<file path="src/rtl/escalonador_vozes.sv">
// escalonador_vozes: polyphonic voice scheduler for wavetable instrumento voices.
// Allocates note-on requests to free voices and generates, per voice, the prox
// step strobe and the ativo gate. Releases always finish on a sample-cycle boundary.
// Optional feature: define VOICE_STEAL_EN to steal a busy voice when none is free.
module escalonador_vozes #(
  parameter int NUM_VOZES   = 4,
  parameter int LARGURA_DIV = 16,
  parameter int SAMPLE_SIZE = 8
) (
  input  logic                         clk,
  input  logic                         rst_n,
  input  logic                         nota_valida,
  input  logic [LARGURA_DIV-1:0]       nota_div,
  output logic                         nota_pronta,
  output logic                         nota_aceita,
  output logic [$clog2(NUM_VOZES)-1:0] nota_voz,
  input  logic                         solta_valida,
  input  logic [$clog2(NUM_VOZES)-1:0] solta_voz,
  output logic [NUM_VOZES-1:0]         prox,
  output logic [NUM_VOZES-1:0]         ativo,
  output logic [NUM_VOZES-1:0]         ocupado
);
  localparam int VW = $clog2(NUM_VOZES);
  localparam int FW = $clog2(SAMPLE_SIZE);

  typedef enum logic [1:0] {LIVRE, INICIO, TOCANDO, LIBERANDO} estado_t;

  logic [NUM_VOZES-1:0]   livre;
  logic                   tem_livre;
  logic [VW-1:0]          alvo_livre;
  logic [VW-1:0]          alvo;
  logic                   aceita;
  logic [LARGURA_DIV-1:0] nd_in;
  logic                   nota_aceita_reg;
  logic [VW-1:0]          nota_voz_reg;

  // Divisors below 2 would leave no room for the INICIO cycle, so clamp them.
  assign nd_in = (nota_div < LARGURA_DIV'(2)) ? LARGURA_DIV'(2) : nota_div;

  // Lowest-index free voice.
  always_comb begin
    tem_livre  = 1'b0;
    alvo_livre = '0;
    for (int i = NUM_VOZES - 1; i >= 0; i--) begin
      if (livre[i]) begin
        tem_livre  = 1'b1;
        alvo_livre = VW'(i);
      end
    end
  end

`ifdef VOICE_STEAL_EN
  logic [NUM_VOZES-1:0] liberando;
  logic                 tem_lib;
  logic [VW-1:0]        alvo_lib;
  logic [VW-1:0]        ptr_reg;

  // Lowest-index releasing voice: the cheapest one to steal.
  always_comb begin
    tem_lib  = 1'b0;
    alvo_lib = '0;
    for (int i = NUM_VOZES - 1; i >= 0; i--) begin
      if (liberando[i]) begin
        tem_lib  = 1'b1;
        alvo_lib = VW'(i);
      end
    end
  end

  assign nota_pronta = 1'b1;
  assign alvo = tem_livre ? alvo_livre : (tem_lib ? alvo_lib : ptr_reg);

  // Round-robin steal pointer, advanced only when it actually picks the target.
  always_ff @(posedge clk or negedge rst_n) begin
    if (!rst_n) begin
      ptr_reg <= '0;
    end else if (aceita && !tem_livre && !tem_lib) begin
      ptr_reg <= ptr_reg + 1'b1;
    end
  end
`else
  assign nota_pronta = tem_livre;
  assign alvo        = alvo_livre;
`endif

  assign aceita = nota_valida && nota_pronta;

  // Acceptance handshake outputs.
  always_ff @(posedge clk or negedge rst_n) begin
    if (!rst_n) begin
      nota_aceita_reg <= 1'b0;
      nota_voz_reg    <= '0;
    end else begin
      nota_aceita_reg <= aceita;
      if (aceita) nota_voz_reg <= alvo;
    end
  end

  assign nota_aceita = nota_aceita_reg;
  assign nota_voz    = nota_voz_reg;

  genvar gi;
  for (gi = 0; gi < NUM_VOZES; gi++) begin : g_voz
    estado_t                est_reg, est_next;
    logic [LARGURA_DIV-1:0] cont_reg, cont_next;
    logic [LARGURA_DIV-1:0] nd_reg, nd_next;
    logic [FW-1:0]          fase_reg, fase_next;
    logic                   prox_reg, prox_next;
    logic                   ativo_reg, ativo_next;
    logic                   pega, solta, passo;

    assign pega  = aceita && (alvo == VW'(gi));
    assign solta = solta_valida && (solta_voz == VW'(gi));
    assign passo = (cont_reg == '0);

    // Voice state machine; prox/ativo are computed one cycle ahead and registered.
    always_comb begin
      est_next   = est_reg;
      cont_next  = cont_reg;
      nd_next    = nd_reg;
      fase_next  = fase_reg;
      prox_next  = 1'b0;
      ativo_next = 1'b0;
      if (pega) begin
        // A new note always wins over a same-cycle note-off.
        est_next  = INICIO;
        nd_next   = nd_in;
        cont_next = nd_in - 1'b1;
        fase_next = '0;
        prox_next = 1'b1;
      end else begin
        case (est_reg)
          INICIO: begin
            cont_next = cont_reg - 1'b1;
            if (solta) begin
              est_next = LIVRE;
            end else begin
              est_next   = TOCANDO;
              ativo_next = 1'b1;
            end
          end
          TOCANDO, LIBERANDO: begin
            if (est_reg == TOCANDO && solta && fase_reg == '0) begin
              // Already sitting on sample[0]: stop right away.
              est_next = LIVRE;
            end else begin
              if (est_reg == TOCANDO && solta) est_next = LIBERANDO;
              ativo_next = 1'b1;
              if (passo) begin
                prox_next = 1'b1;
                cont_next = nd_reg - 1'b1;
                fase_next = fase_reg + 1'b1;
                // The wrapping strobe still goes out gated, landing on sample[0].
                if (est_next == LIBERANDO && fase_reg == FW'(SAMPLE_SIZE - 1)) est_next = LIVRE;
              end else begin
                cont_next = cont_reg - 1'b1;
              end
            end
          end
          default: ;
        endcase
      end
    end

    // Voice state register.
    always_ff @(posedge clk or negedge rst_n) begin
      if (!rst_n) begin
        est_reg   <= LIVRE;
        cont_reg  <= '0;
        nd_reg    <= '0;
        fase_reg  <= '0;
        prox_reg  <= 1'b0;
        ativo_reg <= 1'b0;
      end else begin
        est_reg   <= est_next;
        cont_reg  <= cont_next;
        nd_reg    <= nd_next;
        fase_reg  <= fase_next;
        prox_reg  <= prox_next;
        ativo_reg <= ativo_next;
      end
    end

    assign livre[gi]   = (est_reg == LIVRE);
    assign ocupado[gi] = (est_reg != LIVRE);
    assign prox[gi]    = prox_reg;
    assign ativo[gi]   = ativo_reg;
`ifdef VOICE_STEAL_EN
    assign liberando[gi] = (est_reg == LIBERANDO);
`endif
  end

endmodule

</file>
<file path="config.mk">
export PLATFORM = sky130hd
export DESIGN_NAME = escalonador_vozes
export DESIGN_NICKNAME = d
export VERILOG_FILES = /design/src/rtl/escalonador_vozes.sv
export SDC_FILE = /design/constraint.sdc
export NUM_CORES = 1
export LEC_CHECK = 0
export BUFFER_PORTS_ARGS = -buffer_cell sky130_fd_sc_hd__buf_2
export CAP_MARGIN = 20
export CELL_PAD_IN_SITES_DETAIL_PLACEMENT = 1
export CELL_PAD_IN_SITES_GLOBAL_PLACEMENT = 2
export CORE_ASPECT_RATIO = 0.75
export CORE_MARGIN = 4
export CORE_UTILIZATION = 31
export DETAILED_ROUTE_END_ITERATION = 10
export PLACE_DENSITY_LB_ADDON = 0.1
export SETUP_SLACK_MARGIN = 0.05
export SLEW_MARGIN = 30
export SYNTH_ARGS = -nofsm -noshare
export SYNTH_HDL_FRONTEND = slang
export SYNTH_SLANG_ARGS = --single-unit
</file>
<file path="constraint.sdc">
create_clock -name clk -period 4 [get_ports clk]
set_clock_uncertainty 0.1 [all_clocks]
set_input_delay 0 -clock clk [delete_from_list [all_inputs] [get_ports clk]]
set_output_delay 0 -clock clk [all_outputs]
set_load 0.05 [all_outputs]
</file>
; Yosys cells after proc, flatten, opt, wreduce, memory -nomap -nowiden
; Index checks and enable logic that the tools add are counted.
[totals]
reg_bits = 159
latchBits = 0
ramBits = 0
mem_bits_ro = 0
wordCells = 250
n_memories = 0
[classes]
addsub = 13
mul = 0
div = 0
magnitude_cmp = 1
n_eq_ne = 34
shift = 0
n_mux = 113
n_bitwise = 0
reduce_logical = 63
[op_table]
columns = operator, count
row1 = 16-bit 2-to-1 mux, 13
row2 = 16-bit by 1-bit subtractor with 16-bit output (second input constant), 9
row3 = 16-bit case mux with 2 select lines, 4
row4 = 2-bit 2-to-1 mux, 40
row5 = 16-bit logical NOT, 4
row6 = 3-bit 2-to-1 mux, 16
row7 = 2-bit equality test (second input constant), 16
row8 = 1-bit 2-to-1 mux, 32
row9 = 2-bit nonzero test, 12
row10 = 1-bit logical AND, 21
row11 = 16-bit by 2-bit less-than comparator with 1-bit output (second input constant), 1
row12 = 2-bit case mux with 2 select lines, 4
row13 = 3-bit by 1-bit adder with 3-bit output (second input constant), 4
row14 = 2-bit by 1-bit equality test with 1-bit output (second input constant), 6
row15 = 3-bit equality test (second input constant), 4
row16 = 2-bit logical NOT, 6
row17 = 3-bit logical NOT, 4
row18 = 3-bit != test (second input constant), 4
row19 = 3-bit AND reduction, 4
row20 = 3-bit nonzero test, 4
row21 = 2-bit != test (second input constant), 4
row22 = 1-bit case mux with 2 select lines, 4
row23 = 2-bit AND reduction, 4
row24 = 2-bit OR reduction, 4

; Longest topological paths before layout
; Gate-level depths: netlist (run 1).
[depth]
depth_word = 15
mapped_depth = 9
depth_no_buf = 8

; Worst setup path before layout (run 1)
; OpenSTA, ideal clock, no wires.
[synth_path]
path_type = register to register
startpoint = register g_voz[1].nd_reg[0]
endpoint = register g_voz[1].cont_reg[10]
arrival_ps = 2029
required_ps = 3810
slack_ps = 1780
stages_incl_launch_ff = 9
n_path_buf = 0
cell_sequence = dfrtp_1 inv_1 ha_1 or3b_1 or4_4 nor4_1 xor2_1 nor2_1 o221ai_1
[synth_via]
elab_chain_cells = 5
[synth_lines]
columns = item, line_no
row1 = "start, declared", 106  ; logic [LARGURA_DIV-1:0] nd_reg, nd_next;
row2 = "start signal, assigned", 177  ; nd_reg <= nd_next;
row3 = 16-bit by 1-bit subtractor with 16-bit output, 151  ; cont_next = nd_reg - 1'b1;
row4 = 16-bit 2-to-1 mux, 149  ; if (passo) begin
row5 = 16-bit 2-to-1 mux, 143  ; if (est_reg == TOCANDO && solta && fase_reg == '0) begin
row6 = 16-bit case mux with 2 select lines, 132  ; case (est_reg)
row7 = 16-bit 2-to-1 mux, 124  ; if (pega) begin
row8 = "end signal, assigned", 176  ; cont_reg <= cont_next;
row9 = "end, declared", 105  ; logic [LARGURA_DIV-1:0] cont_reg, cont_next;
; No other way between the ends. The select of a mux whose other input is x is not followed.
; A chain may end at the register's enable or synchronous reset.

; Worst setup path in the final report (run 1)
[layout_path]
startpoint = register g_voz[3].cont_reg[0]
endpoint = register g_voz[3].cont_reg[10]
[layout_via]
elab_chain_cells = 5
[layout_lines]
columns = item, line_no
row1 = "start, declared", 105
row2 = "start signal, assigned", 176
row3 = 16-bit by 1-bit subtractor with 16-bit output or 16-bit logical NOT (tied branches), "134, 156, 114"
row4 = 16-bit 2-to-1 mux, 149
row5 = 16-bit 2-to-1 mux, 143
row6 = 16-bit case mux with 2 select lines *, 132
row7 = 16-bit 2-to-1 mux *, 124
; Every way passes the cells marked *; elsewhere a longest branch is shown, timed or not. The select of a mux whose other input is x is not followed.

==> results.py, run 1 <==
metrics = {
    "status": {
        "outcome": "complete, no violations",
    },
    "place": {
        "gp_congestion": 0.811,
        "io_buffer_count": 37,
        "dp.cells": 1532,
        "detailed_place_hpwl_um": 23800,
    },
    "floorplanning": {
        "core_um2": 30400,
        "die_w_um": 212,
        "start_util_pct": 31.7,
        "rows": 55,
        "die-area_um2": 34000,
        "die_h_um": 161,
        "io_pins": 38,
    },
    "grt": {
        "grt.total_usage_pct": 20.5,
        "grt_max_degree": 99,
        "grt_pass1_vias": 8626,
        "grt_antenna_before_repair": 0,
        "grt_pass1_wl_um": 53400,
        "grt_overflow": 0,
    },
    "flow_run": {
        "max_cap_viol_count": 0,
    },
    "synthesis": {
        "yosys.area_share.simple_pct": 26.9,
        "syn_inst": 1140,
        "synth_top_area_share_pct": 41.3,
        "synth_xor_area_share_pct": 7.45,
        "synthAdderAreaFrac_pct": 2.60,
        "netlist_top_cells_area": "dfrtp_1 41%, nand2_1 9.8%, xnor2_1 4.2%",
        "yosysSeqAreaShare_pct": 41.3,
        "synth-edff-count": 0,
        "synthMuxAreaShare_pct": 0.962,
        "async_flop_share_pct": 100,
        "syn_area_per_cell_um2": 8.45,
        "synthFlopType": "dfrtp_1",
        "yosysMostFrequentCell": "nand2_1",
        "synth-seq-cells": 159,
        "synth_top_family_by_area": "simple AND/OR/NAND/NOR gates",
        "syn-num-nets": 1182,
        "syn_area_um2": 9630,
        "synthTopCellsByCount": "252 x nand2_1, 159 x dfrtp_1, 90 x nor2_1, 68 x o21ai_0, 46 x xnor2_1",
        "synth_cell_type_count": 81,
        "synth_compound_area_share_pct": 16.4,
        "synth_top_cell_by_area": "dfrtp_1",
        "synth-warning-count": 0,
    },
    "clock_tree": {
        "htreeDepth": 4,
        "clock_path_buffers": 2,
        "path_clk_slew_ns": 0.07,
        "clk-insertion-delay-late_ns": 0.45,
        "cts_tree": "yes",
        "cts_setup_buffers": 0,
        "cts_sinks": 159,
        "cts_inserted_buffers": 17,
        "cts_root_buf": "clkbuf_16",
    },
    "power_and_ir_drop": {
        "leakagePower_nw": 4.90,
        "peakVddDrop_v": 0.000311,
        "finalPower_mw": 7.25,
        "powerDensity_nw_per_um2": 662,
    },
    "setup_path": {
        "path_class": "flop to flop",
        "start_kind": "flop",
        "crit_required_ns": 4.20,
        "worstPathMaxFanout": 16,
        "cp_top_family": "simple AND/OR/NAND/NOR gates",
        "cp_cell_sequence": "inv_1 > ha_1 > nor3b_1 > nand4_1 > o21ai_0 > mux2_2 > mux2i_1",
        "cp_slowest_cell": "nand4_1",
        "end_kind": "flop",
        "cp.arrival_ns": 3.05,
        "cpPeakStageDelay_ns": 0.70,
        "critPathBufInv": 1,
    },
    "drt": {
        "drt_first_pass_iters": 5,
        "dr_total_vias": 8481,
        "final_antenna_net_count": 0,
        "drt-total-wl_um": 34700,
        "post-route-drc-count": 0,
        "routedWlPerCell_um": 21.9,
        "viasPerCell": 5.36,
        "drtIter0Drc": 446,
    },
    "timing": {
        "hold_violations": 0,
        "fmax_ghz": 0.351,
        "rsz0062_at_grt": "no",
        "min_period_over_period_pct": 71.3,
        "setup_viol": 0,
        "drv_slew": 0,
        "finalCriticalPeriod_ns": 2.85,
        "max-slew-margin-rel_pct": 30.1,
        "tns_ns": 0,
        "worst_slew_pin_slew_ns": 1.04,
    },
    "final_layout": {
        "area_growth_pct": 13.7,
        "nets": 1211,
        "final_cells": 1581,
        "diodes": 0,
        "drive_above_1_share_pct": 9.98,
    },
    "hold_path": {
        "hold_class": "primary input to asynchronous set/reset pin",
    },
}
[repair_timing]
item | CTS | global route
gates resized for setup | 0 | 0
hold endpoints to repair | 151 | 0
hold buffers | 17 | 0
[where the power goes]
group | internal [mW] | switching (mW) | total, mW
logic | 1.06 | 1.64 | 2.70
registers | 2.13 | 0.646 | 2.78
clock network | 1.06 | 0.715 | 1.77
[worst reg2reg max path: stages (launching register included)]
cell	delay (ns)
dfrtp_1	0.45
inv_1	0.09
ha_1	0.20
nor3b_1	0.57
nand4_1	0.70
o21ai_0	0.36
mux2_2	0.18
mux2i_1	0.06
[layout by cell type, fill, tap and decap left out, types with 18 or more instances in the layout]
cell	instances
nand2_1	252
dfrtp_1	159
nor2_1	89
o21ai_0	67
xnor2_1	46
a21oi_1	41
nor3_1	37
buf_2	36
nand3_1	35
inv_1	34
xor2_1	34
or3_1	20
ha_1	20
o22ai_1	19
nor4_1	18
[cell type report]
cell class	count	area (um^2)
fillers	3609	19500
multi-input cells	887	5240
flip-flops and latches	159	3980
well taps	399	499
repair buffers	69	490
clock buffers	20	447
clock inverters	12	166
inverters	35	131
[layer usage]
layer  share of wire, %  track usage, %
met1                 50            30.4
met2                 45            31.7
met3                3.9            3.51
met4               0.85            3.42
met5                  0               0
[cell families after synthesis]
| group | after synthesis |
|---|---|
| adders and majority gates | 20 |
| muxes | 9 |
| DFF | 159 |
| buffers and inverters | 94 |
| xor gates and xnor gates | 81 |
| and+or+nand+nor | 537 |
| AOI/OAI and AO/OA | 240 |
[metrics by stage]
stage	utilization [%]	cell area (um^2)	setup WS, ns	hold slack (ns)
finish	36.0	10900	1.15	0.0281
global route	36.0	10900	0.886	0.0544
CTS	36.0	10900	1.15	0.0389
detailed placement	33.4	10200	1.18	0.0262
global placement	33.4	10200	1.29	0.115
floorplan	-	9630	1.78	-0.396
[worst paths after layout]
kind                                 startpoint                     to  slack [ns]  depth (start not counted)
min                                       rst_n      g_voz[1].prox_reg        0.03                          2
min reg2reg                 g_voz[2].nd_reg[15]    g_voz[2].nd_reg[15]        0.40                          2
min in group clk                   nota_div[14]    g_voz[1].nd_reg[14]        0.03                          3
max                        g_voz[3].cont_reg[0]  g_voz[3].cont_reg[10]        1.15                          7
max reg2reg                g_voz[3].cont_reg[0]  g_voz[3].cont_reg[10]        1.15                          7
max in group asynchronous                 rst_n     g_voz[0].nd_reg[8]        2.84                          3
Note: power is estimated with default switching activity, not from simulation.
==> inputs of run 2 (changes only) <==
==> constraint.sdc (replaced) <==
create_clock -name clk -period 2.9 [get_ports clk]
set_clock_uncertainty 0.1 [all_clocks]
set_input_delay 0 -clock clk [delete_from_list [all_inputs] [get_ports clk]]
set_output_delay 0 -clock clk [all_outputs]
set_load 0.05 [all_outputs]
==> results.py, run 2 (synthesis results as in run 1) <==
metrics = {
    "floorplanning": {
        "core_um2": 30400,
        "rows": 55,
        "die_h_um": 161,
        "die_w_um": 212,
        "die-area_um2": 34000,
        "io_pins": 38,
        "start_util_pct": 31.7,
    },
    "setup_path": {
        "cp.arrival_ns": 2.83,
        "worstPathMaxFanout": 9,
        "crit_required_ns": 3.13,
        "rr_worst_depth": 7,
        "path_class": "primary input to flop",
        "crit_start": "nota_div[2]",
        "start_kind": "primary input",
        "reg2reg_from": "g_voz[0].cont_reg[3]",
        "end_kind": "flop",
    },
    "power_and_ir_drop": {
        "finalPower_mw": 9.95,
        "leakagePower_nw": 5.10,
        "powerDensity_nw_per_um2": 882,
        "peakVddDrop_v": 0.000435,
    },
    "clock_tree": {
        "path_clk_slew_ns": 0.08,
        "cts_inserted_buffers": 17,
        "clk-insertion-delay-late_ns": 0.46,
        "cts_root_buf": "clkbuf_16",
        "cts_setup_buffers": 0,
        "clock_path_buffers": 2,
        "cts_tree": "yes",
        "htreeDepth": 4,
        "cts_sinks": 159,
    },
    "status": {
        "outcome": "complete, no violations",
    },
    "final_layout": {
        "seq_area_um2": 3980,
        "nets": 1255,
        "layout_commonest_cell": "nand2_1",
        "drive_above_1_share_pct": 13.0,
        "multi_input_area_um2": 5240,
        "area_growth_pct": 17.1,
        "layout_common_cells": "252 x nand2_1, 159 x dfrtp_1, 89 x nor2_1, 68 x o21ai_0, 52 x buf_4",
        "final_cells": 1626,
        "fillerInstances": 3619,
        "design_area_um2": 11300,
    },
    "drt": {
        "drt_first_pass_iters": 4,
        "drtIter0Drc": 473,
        "routedWlPerCell_um": 21.8,
        "viasPerCell": 5.34,
        "final_antenna_net_count": 0,
        "post-route-drc-count": 0,
        "drt-total-wl_um": 35400,
        "dr_total_vias": 8678,
    },
    "place": {
        "dp.cells": 1571,
        "placed_area_um2": 10500,
        "place_ws_ns": 0.384,
        "detailed_place_hpwl_um": 25500,
        "io_buffer_count": 37,
        "gp_congestion": 0.809,
    },
    "grt": {
        "grt_pass1_wl_um": 54900,
        "grt_max_degree": 63,
        "grt.total_usage_pct": 21.3,
        "grt_overflow": 0,
        "grt_antenna_before_repair": 1,
        "grt_pass1_vias": 8887,
    },
    "timing": {
        "fmax_ghz": 0.385,
        "min_period_over_period_pct": 89.6,
        "drv_slew": 0,
        "worst_slew_pin_slew_ns": 0.730,
        "rsz0062_at_grt": "no",
        "finalCriticalPeriod_ns": 2.60,
        "worst_slack_ns": 0.301,
        "hold_violations": 0,
        "tns_ns": 0,
        "max-slew-margin-rel_pct": 51.3,
        "setup_viol": 0,
    },
    "hold_path": {
        "hp-start": "nota_div[1]",
        "hold_class": "primary input to flop",
        "holdPathStages": 3,
    },
    "flow_run": {
        "max_cap_viol_count": 0,
    },
}
run 2: critical path, cell delays in order:
cell and delay, ns:
dlygate4sd3_1 0.53, buf_2 0.23, nor4_1 0.43, nor3b_2 0.39, a31oi_1 0.28, a22oi_1 0.64
buf_4 0.25, a21oi_1 0.06
run 2: final timing paths:
kind | endpoint | slack, ns
max in group asynchronous | g_voz[0].nd_reg[1] | 1.78
worst max-delay path | g_voz[0].cont_reg[10] | 0.30
worst min-delay path | g_voz[3].nd_reg[1] | 0.05
worst max register to register | g_voz[0].cont_reg[5] | 0.43
worst min register to register | g_voz[0].nd_reg[15] | 0.40
min in group asynchronous | g_voz[1].fase_reg[0] | 0.56
run 2: power by group:
group / leakage [nW] / switching, mW / internal [mW]
clock network: 0.282 / 1.10 / 1.21
logic: 2.83 / 2.27 / 1.54
registers: 1.99 / 0.888 / 2.94
run 2: final cells by class:
class                   instances  area share (%)
diodes                          1          0.0222
clock buffers                  18            3.80
clock inverters                14            1.28
inverters                      35            1.16
multi-input cells             887            46.4
flip-flops and latches        159            35.3
well taps                     399            4.43
repair buffers                113            7.62
run 2: timing repair:
action,4_1_cts,5_1_grt
hold buffers,22,0
gates resized for setup,0,0
endpoints found under the hold margin,218,0
run 2: per-stage QoR:
stage | utilization [%] | hold slack [ns]
after floorplan | - | -0.396
after global placement | 34.4 | -0.138
after detailed placement | 34.4 | -0.134
after CTS | 37.1 | 0.00714
after global routing | 37.1 | 0.0754
final | 37.1 | 0.0535
run 2: metal layers:
layer,up-vias,global-route usage [%],routed length [um],share of wire (%)
li1,4176,-,-,-
met1,4327,31.8,17900,51
met2,156,31.8,15500,44
met3,19,4.30,1700,4.8
met4,0,4.27,350,0.99
met5,-,0.431,0,0
==> inputs of run 3 (changes only) <==
--- a/config.mk
+++ b/config.mk
@@ -5,6 +5,7 @@
 export SDC_FILE = /design/constraint.sdc
 export NUM_CORES = 1
 export LEC_CHECK = 0
+export ABC_AREA = 1
 export BUFFER_PORTS_ARGS = -buffer_cell sky130_fd_sc_hd__buf_2
 export CAP_MARGIN = 20
 export CELL_PAD_IN_SITES_DETAIL_PLACEMENT = 1
==> constraint.sdc (replaced) <==
create_clock -name clk -period 2.7 [get_ports clk]
set_clock_uncertainty 0.1 [all_clocks]
set_input_delay 0 -clock clk [delete_from_list [all_inputs] [get_ports clk]]
set_output_delay 0 -clock clk [all_outputs]
set_load 0.05 [all_outputs]
==> results.py, run 3 <==
metrics = {
    "status": {
        "outcome": "complete, no violations",
    },
    "final_layout": {
        "final_cells": 2163,
        "layout_common_cells": "543 x nand2_1, 215 x nor2_1, 165 x inv_1, 159 x dfrtp_1, 147 x nand3_1",
        "diodes": 0,
        "fillerInstances": 4486,
        "post-route-util_pct": 35.9,
        "area_growth_pct": 14.3,
        "nets": 1735,
        "layout_commonest_cell": "nand2_1",
        "drive_above_1_share_pct": 8.50,
    },
    "synthesis": {
        "synth_cell_type_count": 40,
        "synth_xor_area_share_pct": 5.87,
        "synth-seq-cells": 159,
        "synth_top_area_share_pct": 36.5,
        "syn_inst": 1628,
        "synth_top_family_by_area": "simple AND/OR/NAND/NOR gates",
        "async_flop_share_pct": 100,
        "syn_area_um2": 10900,
        "yosys.area_share.simple_pct": 38.1,
        "synthFlopType": "dfrtp_1",
        "synthMuxAreaShare_pct": 0,
        "netlist_top_cells_area": "dfrtp_1 37%, nand2_1 19%, nor2_1 7.4%",
        "yosysMostFrequentCell": "nand2_1",
        "synth_top_cell_by_area": "dfrtp_1",
        "syn-num-nets": 1670,
        "yosysSeqAreaShare_pct": 36.5,
        "synth-warning-count": 0,
        "synth_compound_area_share_pct": 8.32,
        "synth-edff-count": 0,
        "synthTopCellsByCount": "544 x nand2_1, 216 x nor2_1, 165 x inv_1, 159 x dfrtp_1, 147 x nand3_1",
        "synthAdderAreaFrac_pct": 2.30,
        "syn_area_per_cell_um2": 6.69,
    },
    "flow_run": {
        "max_cap_viol_count": 0,
    },
    "grt": {
        "grt_overflow": 0,
        "grt_pass1_vias": 10900,
        "grt_max_degree": 64,
        "grt_antenna_before_repair": 0,
        "grt.total_usage_pct": 22.6,
        "grt_pass1_wl_um": 66300,
    },
    "clock_tree": {
        "cts_sinks": 159,
        "htreeDepth": 4,
        "cts_tree": "yes",
        "path_clk_slew_ns": 0.07,
        "cts_setup_buffers": 0,
        "cts_root_buf": "clkbuf_16",
        "clk-insertion-delay-late_ns": 0.45,
        "cts_inserted_buffers": 17,
        "clock_path_buffers": 2,
    },
    "place": {
        "dp.cells": 2115,
        "place_ws_ns": -0.0432,
        "gp_congestion": 0.918,
        "detailed_place_hpwl_um": 33500,
        "io_buffer_count": 37,
    },
    "drt": {
        "drt_first_pass_iters": 5,
        "viasPerCell": 5.00,
        "final_antenna_net_count": 0,
        "dr_total_vias": 10800,
        "drtIter0Drc": 680,
        "drt-total-wl_um": 42500,
        "routedWlPerCell_um": 19.6,
        "post-route-drc-count": 0,
    },
    "setup_path": {
        "cpPeakStageDelay_ns": 0.47,
        "cp_cell_sequence": "nor2_2 > nor2_4 > nand2_1 > nand2_2 > inv_4 > nand3_4 > nand2_1 > inv_2 > nand2_1 > nand3_1",
        "start_kind": "flop",
        "cp_top_family": "simple AND/OR/NAND/NOR gates",
        "critPathBufInv": 2,
        "cp.arrival_ns": 2.63,
        "cp_slowest_cell": "dfrtp_1",
        "rr_worst_depth": 10,
        "reg2reg_from": "g_voz[0].est_reg[1]",
        "timing.rr.end": "g_voz[1].cont_reg[14]",
        "path_class": "flop to flop",
        "crit_required_ns": 2.93,
        "reg2reg_slack_ns": 0.30,
        "worstPathMaxFanout": 13,
        "crit_top_cell": "nand2_1",
        "end_kind": "flop",
    },
    "timing": {
        "rsz0062_at_grt": "yes",
        "fmax_ghz": 0.417,
        "setup_viol": 0,
        "tns_ns": 0,
        "finalCriticalPeriod_ns": 2.40,
        "max-slew-margin-rel_pct": 52.8,
        "worst_slew_pin_slew_ns": 0.708,
        "min_period_over_period_pct": 88.8,
        "worst_slack_ns": 0.302,
        "whs_ns": 0.0185,
        "hold_violations": 0,
        "drv_slew": 0,
    },
    "floorplanning": {
        "rows": 59,
        "die-area_um2": 38200,
        "io_pins": 38,
        "die_h_um": 170,
        "core_um2": 34700,
        "die_w_um": 224,
        "start_util_pct": 31.4,
    },
    "hold_path": {
        "hold-path-endpoint": "g_voz[1].nd_reg[10]",
        "hp-start": "nota_div[10]",
        "hold_class": "primary input to flop",
        "holdPathStages": 3,
    },
    "power_and_ir_drop": {
        "peakVddDrop_v": 0.000518,
        "leakagePower_nw": 6.29,
        "powerDensity_nw_per_um2": 1260,
    },
}
-- run 3: changes by cell type after synthesis, moves of 14 or more --
cell / change
inv_1: +131
nor4_1: -17
nand3_1: +112
nand2_1: +292
o22ai_1: -14
clkbuf_1: -26
nor2_1: +126
a21oi_1: -19
or3_1: -20
nor3_1: -23
xnor2_1: -26
xor2_1: +19
o21ai_0: +52
-- run 3: layout make-up --
cell class	count	area, um^2	area share, %
well taps	457	572	4.59
flip-flops and latches	159	3980	32.0
repair buffers	92	657	5.28
clock inverters	11	129	1.04
multi-input cells	1245	5950	47.8
clock buffers	21	480	3.86
inverters	178	678	5.45
-- run 3: metal layers --
layer	up-vias	global-route usage, %	share of wire [%]
li1	5280	-	-
met1	5331	35.4	54
met2	167	33.2	42
met3	27	2.53	3.2
met4	0	4.85	1.3
met5	-	0	0
-- run 3: cells by family after synthesis --
logic type,Yosys count
AO/OA/AOI/OAI,170
XOR/XNOR,73
adder cells (fa/ha/maj),20
buffers and inverters,224
flip-flops,159
AND/OR/NAND/NOR,982
-- run 3: power breakdown --
group / total [mW] / switching, mW / leakage (nW) / internal, mW
clock network: 2.59 / 1.12 / 0.296 / 1.47
logic: 8.32 / 5.68 / 4.00 / 2.64
registers: 4.72 / 1.23 / 1.99 / 3.49
total: 15.6 / 8.03 / 6.29 / 7.60
-- run 3: worst reg2reg max path, stage by stage, from the launching register on --
cell and delay, ns:
dfrtp_1 0.47, nor2_2 0.31, nor2_4 0.09, nand2_1 0.12, nand2_2 0.11, inv_4 0.10
nand3_4 0.16, nand2_1 0.41, inv_2 0.22, nand2_1 0.11, nand3_1 0.08
-- run 3: repair_timing --
action                                  4_1_cts  5_1_grt
resized for setup                             2        2
hold buffers                                 16        0
endpoints found under the hold margin       173        0
endpoints found under the setup margin        2        2
-- run 3: worst max-delay path by stage --
stage	start	endpoint	slack, ns	depth (start not counted)
after floorplan	g_voz[1].est_reg[1]	g_voz[0].cont_reg[6]	0.59	12
after global placement	g_voz[2].cont_reg[0]	g_voz[2].cont_reg[4]	-0.08	11
after detailed placement	g_voz[2].cont_reg[0]	g_voz[2].cont_reg[4]	-0.04	11
after CTS	g_voz[2].cont_reg[0]	g_voz[2].cont_reg[4]	0.19	11
after global routing	g_voz[2].cont_reg[0]	g_voz[2].cont_reg[4]	0.03	11
final	g_voz[0].est_reg[1]	g_voz[1].cont_reg[14]	0.30	10
-- run 3: metrics by stage --
| stage | instance area [um^2] | power [mW] |
|---|---|---|
| floorplan | 10900 | 10.6 |
| global placement | 11700 | 12.9 |
| detailed placement | 11700 | 13.1 |
| CTS | 12400 | 15.8 |
| global route | 12400 | 17.1 |
| finish | 12400 | 15.6 |
